--- config.mk ---
export PLATFORM = sky130hd
export DESIGN_NAME = ft_tx_scheduler
export DESIGN_NICKNAME = d
export VERILOG_FILES = /design/src/rtl/ft_tx_scheduler.sv
export SDC_FILE = /design/constraint.sdc
export NUM_CORES = 1
export LEC_CHECK = 0
export ABC_AREA = 1
export CAP_MARGIN = 20
export CORE_MARGIN = 3
export CORE_UTILIZATION = 43
export CTS_CLUSTER_DIAMETER = 100
export DETAILED_ROUTE_END_ITERATION = 12
export HOLD_SLACK_MARGIN = 0.05
export PLACE_DENSITY = 0.81
export SYNTH_ARGS = -nofsm -noshare
export SYNTH_HDL_FRONTEND = slang
export SYNTH_SLANG_ARGS = --single-unit
--- constraint.sdc ---
create_clock -name clk -period 2.39 [get_ports clk]
set_clock_uncertainty 0.1 [all_clocks]
set_input_delay 0.5975 -clock clk [delete_from_list [all_inputs] [get_ports clk]]
set_output_delay 0.5975 -clock clk [all_outputs]
set_load 0.05 [all_outputs]
--- src/rtl/ft_tx_scheduler.sv ---
// Packet scheduler for the FT600 write path: arbitrates IQ and CPU FIFOs and frames each
// granted burst as one header word plus PKT_WORDS payload words.
module ft_tx_scheduler #(
    parameter int FT_DATA_WIDTH    = 32,
    parameter int IQ_PAIR_WIDTH    = 24,
    parameter int QSTART_BIT_INDEX = 12,
    parameter int PKT_WORDS        = 32,
    parameter int MAX_IQ_BURSTS    = 4
) (
    input  logic                     clk,
    input  logic                     reset,
    input  logic                     cfg_iq_en_i,
    input  logic [IQ_PAIR_WIDTH-1:0] iq_data_i,
    input  logic                     iq_empty_i,
    input  logic                     iq_enough_i,
    output logic                     iq_re_o,
    input  logic [FT_DATA_WIDTH-1:0] cpu_data_i,
    input  logic                     cpu_empty_i,
    input  logic [3:0]               cpu_blkcnt_i,
    output logic                     cpu_re_o,
    output logic                     cpu_blk_done_o,
    output logic [FT_DATA_WIDTH-1:0] ft_data_o,
    output logic                     ft_available_o,
    input  logic                     ft_re_i,
    output logic [1:0]               grant_o,
    output logic                     underrun_o
);

    typedef enum logic [1:0] {
        S_IDLE    = 2'd0,
        S_HDR     = 2'd1,
        S_PAYLOAD = 2'd2
    } state_t;

    localparam logic [7:0]  LAST_IDX    = 8'(PKT_WORDS - 1);
    localparam logic [7:0]  PKT_LEN     = 8'(PKT_WORDS);
    localparam logic [31:0] MAX_BURSTS  = 32'(MAX_IQ_BURSTS);

    state_t     state_q, state_d;
    logic [1:0] grant_q, grant_d;
    logic       avail_q, avail_d;
    logic [7:0] seq_iq_q, seq_iq_d;
    logic [7:0] seq_cpu_q, seq_cpu_d;
    logic [7:0] cnt_q, cnt_d;
    logic [2:0] starve_q, starve_d;
    logic       underrun_q, underrun_d;
    logic       done_q, done_d;

    logic                     iq_pend_s;
    logic                     cpu_pend_s;
    logic                     starve_hit_s;
    logic                     src_cpu_s;
    logic                     src_empty_s;
    logic                     pop_s;
    logic [11:0]              iq_i_s;
    logic [11:0]              iq_q_s;
    logic [7:0]               seq_sel_s;
    logic [FT_DATA_WIDTH-1:0] data_s;

    assign iq_pend_s    = cfg_iq_en_i & iq_enough_i;
    assign cpu_pend_s   = (cpu_blkcnt_i != 4'd0);
    assign starve_hit_s = ({29'd0, starve_q} >= MAX_BURSTS);
    assign src_cpu_s    = grant_q[1];
    assign src_empty_s  = src_cpu_s ? cpu_empty_i : iq_empty_i;
    assign seq_sel_s    = src_cpu_s ? seq_cpu_q : seq_iq_q;
    assign iq_i_s       = iq_data_i[11:0];
    assign iq_q_s       = iq_data_i[QSTART_BIT_INDEX +: 12];

    // Next-state, framing and pop logic; pops follow ft_re_i in the same cycle
    always_comb begin
        state_d    = state_q;
        grant_d    = grant_q;
        avail_d    = avail_q;
        seq_iq_d   = seq_iq_q;
        seq_cpu_d  = seq_cpu_q;
        cnt_d      = cnt_q;
        starve_d   = starve_q;
        underrun_d = underrun_q;
        done_d     = 1'b0;
        pop_s      = 1'b0;
        data_s     = '0;
        case (state_q)
            S_IDLE: begin
                if (iq_pend_s && (!cpu_pend_s || !starve_hit_s)) begin
                    state_d = S_HDR;
                    grant_d = 2'b01;
                    avail_d = 1'b1;
                    if (cpu_pend_s) begin
                        starve_d = (starve_q == 3'd7) ? 3'd7 : starve_q + 3'd1;
                    end else begin
                        starve_d = starve_q;
                    end
                end else if (cpu_pend_s) begin
                    state_d  = S_HDR;
                    grant_d  = 2'b10;
                    avail_d  = 1'b1;
                    starve_d = 3'd0;
                end else begin
                    state_d = S_IDLE;
                end
            end
            S_HDR: begin
                data_s = {4'hA, src_cpu_s, 3'b000, seq_sel_s, 8'h00, PKT_LEN};
                if (ft_re_i) begin
                    if (src_cpu_s) begin
                        seq_cpu_d = seq_cpu_q + 8'd1;
                    end else begin
                        seq_iq_d = seq_iq_q + 8'd1;
                    end
                    cnt_d   = 8'd0;
                    state_d = S_PAYLOAD;
                end else begin
                    state_d = S_HDR;
                end
            end
            S_PAYLOAD: begin
                if (src_cpu_s) begin
                    data_s = cpu_data_i;
                end else begin
                    data_s = {{4{iq_q_s[11]}}, iq_q_s, {4{iq_i_s[11]}}, iq_i_s};
                end
                pop_s = ft_re_i & ~src_empty_s;
                if (ft_re_i && src_empty_s) begin
                    underrun_d = 1'b1;
                end else begin
                    underrun_d = underrun_q;
                end
                if (pop_s && (cnt_q == LAST_IDX)) begin
                    state_d = S_IDLE;
                    grant_d = 2'b00;
                    avail_d = 1'b0;
                    done_d  = src_cpu_s;
                end else if (pop_s) begin
                    cnt_d = cnt_q + 8'd1;
                end else begin
                    cnt_d = cnt_q;
                end
            end
            default: begin
                state_d = S_IDLE;
                grant_d = 2'b00;
                avail_d = 1'b0;
            end
        endcase
    end

    // State and registered outputs; reset abandons any packet in flight
    always_ff @(posedge clk or posedge reset) begin
        if (reset) begin
            state_q    <= S_IDLE;
            grant_q    <= 2'b00;
            avail_q    <= 1'b0;
            seq_iq_q   <= 8'd0;
            seq_cpu_q  <= 8'd0;
            cnt_q      <= 8'd0;
            starve_q   <= 3'd0;
            underrun_q <= 1'b0;
            done_q     <= 1'b0;
        end else begin
            state_q    <= state_d;
            grant_q    <= grant_d;
            avail_q    <= avail_d;
            seq_iq_q   <= seq_iq_d;
            seq_cpu_q  <= seq_cpu_d;
            cnt_q      <= cnt_d;
            starve_q   <= starve_d;
            underrun_q <= underrun_d;
            done_q     <= done_d;
        end
    end

    assign ft_data_o      = data_s;
    assign ft_available_o = avail_q;
    assign grant_o        = grant_q;
    assign underrun_o     = underrun_q;
    assign cpu_blk_done_o = done_q;
    assign iq_re_o        = pop_s & ~src_cpu_s;
    assign cpu_re_o       = pop_s & src_cpu_s;

endmodule

==> impl_metrics.tcl, run 1 <==
set metrics [dict create \
    cts_buffers 5 \
    status "finished with violations" \
    n_fill_cell 280 \
    die-area_mm2 0.00665 \
    multi_input_area_mm2 0.00181 \
    r2r_cells 9 \
    gp_congestion 0.859 \
    critPathBufInv 5 \
    via_per_inst 5.30 \
    utilization 0.861 \
    drive_gt1_frac 0.295 \
    fmax_mhz 397 \
    synth_area_mm2 0.00245 \
    fin_area_mm2 0.00456 \
    worstMarginPinSlew_ps 516 \
    dpl_cell_area_mm2 0.00420 \
    routed-via-count 2935 \
    slowest_delay_ps 400 \
    nNetsFinal 557 \
    crit_path_start_kind "flop" \
    grt_pass1_vias 3010 \
    crit_family "buffers and inverters" \
    syn_nets 437 \
    ir_drop_mv 1.19 \
    track_usage 0.272 \
    endpoint_kind "output port" \
    core_area_mm2 0.00530 \
    fin_ws_ps -130 \
    min-delay-start "underrun_o" \
    cts_hold_buffers 0 \
    crit_arrival_ps 1820 \
    row_count 26 \
    htreeDepth 2 \
    clock_path_buffers 2 \
    regToRegSetupSlack_ps 440 \
    critPathSlowestCell "dfrtp_1" \
    dieHeight_um 81.5 \
    worstPathRequired_ps 1690 \
    final_common_cell "clkdlybuf4s50_1" \
    cts_tree "yes" \
    die_w_um 81.5 \
    drt_iter0_drc 171 \
    crit_path_cell_trace "inv_2, ha_4, buf_4, buf_4, nand2_2, buf_12, nor2_2, buf_12" \
    seqCellArea_um2 852 \
    drcViolationCount 0 \
    start_util 0.462 \
    clock-sinks 34 \
    clock_latency_ps 290 \
    rr_startpoint "state_q[0]" \
    leakage_nw 1.99 \
    yosysSeqAreaShare 0.347 \
    hpwlAfterDp_um 6420 \
    ant_nets 0 \
    finalCriticalPeriod_ps 2520 \
    synth_seq_cells 34 \
    syn_inst 363 \
    period_share 1.05 \
    grt_max_degree 35 \
    violations "setup timing" \
    slew_headroom 0.655 \
    clockRootBuffer "clkbuf_8" \
    io_pins 106 \
    max_cap_violations 0 \
    grt_antenna_before_repair 0 \
    rr_endpoint "seq_cpu_q[7]" \
    min_path_type "reg -> reg" \
    setup_viol 32 \
    syn_to_final_growth_pct 86.1 \
    hold_viol 0 \
    yosysUniqueCellTypes 31 \
    wl_um 8970 \
    powerDensity_mw_per_mm2 1180 \
    port_buffers 105 \
    dr.pass1.iters 4 \
    cts.clk_slew.worst_paths_ps 70 \
    final_cell_mix "clkdlybuf4s50_1 (70), nor2_1 (60), nand2_1 (58)" \
    slew_violations 0 \
    crit_fanout 23 \
    ys_warn_count 0 \
    min_to "underrun_o" \
    grt_remaining_overflow 0 \
    syn_avg_cell_area_um2 6.76 \
    antennaDiodeCount 0 \
    avgRoutedWirePerCell_um 16.2 \
    hold_depth 1 \
    path_class "reg -> out" \
    grt_pass1_wl_um 13900 \
    rsz0062_at_grt "true" \
]
==> flip-flops by register name, indices dropped and copies added, names as in the netlist <==
| register | flops |
|---|---|
| seq_iq_q | 8 |
| cpu_blk_done_o | 1 |
| seq_cpu_q | 8 |
| grant_o | 2 |
| underrun_o | 1 |
| ft_available_o | 1 |
| cnt_q | 8 |
| state_q | 2 |
| starve_q | 3 |
==> through the flow <==
| stage | power [W] | setup slack, ps | hold WS [ps] | cells | TNS, ps |
|---|---|---|---|---|---|
| final | 0.00536 | -130 | 374 | 554 | -3140 |
| after global routing | 0.00566 | -188 | 397 | 554 | -5360 |
| after CTS | 0.00523 | -69.4 | 380 | 552 | -1400 |
| after detailed placement | 0.00442 | -73.8 | 362 | 538 | -502 |
| after global placement | 0.00434 | -33.6 | 357 | 538 | -148 |
| after floorplan | 0.00308 | -211 | 349 | 363 | -1630 |
==> Yosys cell counts <==
master / number / area (um2)
a21boi_0: 1 / 7.51
a21oi_1: 28 / 140
buf_2: 9 / 45.0
buf_4: 1 / 7.51
clkbuf_1: 3 / 11.3
dfrtp_1: 34 / 851
ha_1: 7 / 87.6
inv_1: 38 / 143
inv_2: 3 / 11.3
nand2_1: 61 / 229
nand2_2: 5 / 31.3
nand2_4: 1 / 11.3
nand3_1: 20 / 100
nand3_2: 1 / 10.0
nand3_4: 1 / 17.5
nand4_1: 3 / 18.8
nor2_1: 73 / 274
nor2_2: 2 / 12.5
nor2_4: 1 / 11.3
nor3_1: 17 / 85.1
nor3_2: 2 / 20.0
nor3b_1: 1 / 7.51
nor4_1: 1 / 6.26
o21a_1: 2 / 15.0
o21ai_0: 30 / 150
o21ai_1: 1 / 5.00
o21ai_2: 1 / 8.76
o221ai_1: 1 / 8.76
o31ai_1: 2 / 15.0
or2_2: 1 / 6.26
xor2_1: 12 / 105
==> routing by layer <==
layer | wire [um] | vias to the layer above | GRT usage
li1 | - | 1410 | -
met1 | 3440 | 1386 | 0.311
met2 | 4540 | 127 | 0.489
met3 | 837 | 12 | 0.0614
met4 | 148 | 0 | 0.103
met5 | 0 | - | 0
==> cell type report <==
type,count,share of cell area
tap,70,0.0192
inverter,41,0.0356
clock inverter,1,0.00110
multi-input combinational,275,0.397
sequential,34,0.187
timing repair buffer,126,0.341
clock buffer,7,0.0189
==> report_power, final <==
group | total (W) | switching [W] | internal (W)
clock network | 0.000444 | 0.000211 | 0.000232
registers | 0.000909 | 0.000165 | 0.000743
logic | 0.00401 | 0.00241 | 0.00160
total | 0.00536 | 0.00279 | 0.00257
==> timing repair <==
item                       4_1_cts  5_1_grt
setup endpoints to repair       34       34
pin swaps                       15        7
buffers inserted                 6        2
gates resized for setup         52       13
==> cells by family after synthesis <==
logic type | Yosys count | synth area share
flip-flops | 34 | 0.347
XOR/XNOR | 12 | 0.0429
buffers and inverters | 54 | 0.0888
AND/OR/NAND/NOR | 190 | 0.343
adder cells (fa/ha/maj) | 7 | 0.0357
AO/OA/AOI/OAI | 66 | 0.143
==> how the worst max path moves through the flow <==
| stage | slack [ps] | end | from | cells after the start |
|---|---|---|---|---|
| detailed placement | -70 | ft_data_o[12] | iq_data_i[11] | 6 |
| floorplan | -210 | ft_data_o[11] | state_q[0] | 6 |
| CTS | -70 | ft_data_o[3] | state_q[0] | 7 |
| global placement | -30 | ft_data_o[15] | iq_data_i[11] | 6 |
| finish | -130 | ft_data_o[12] | state_q[0] | 8 |
| global route | -190 | ft_data_o[26] | state_q[0] | 8 |
Power figures use the tool's default switching activity.
==> inputs of run 2 (changes only) <==
Settings changed: ABC_CLOCK_PERIOD_IN_PS from default to 2390, CAP_MARGIN 20 to 25.
==> results of run 2 <==
Final layout, timing and power as in run 1 (identical DEF).
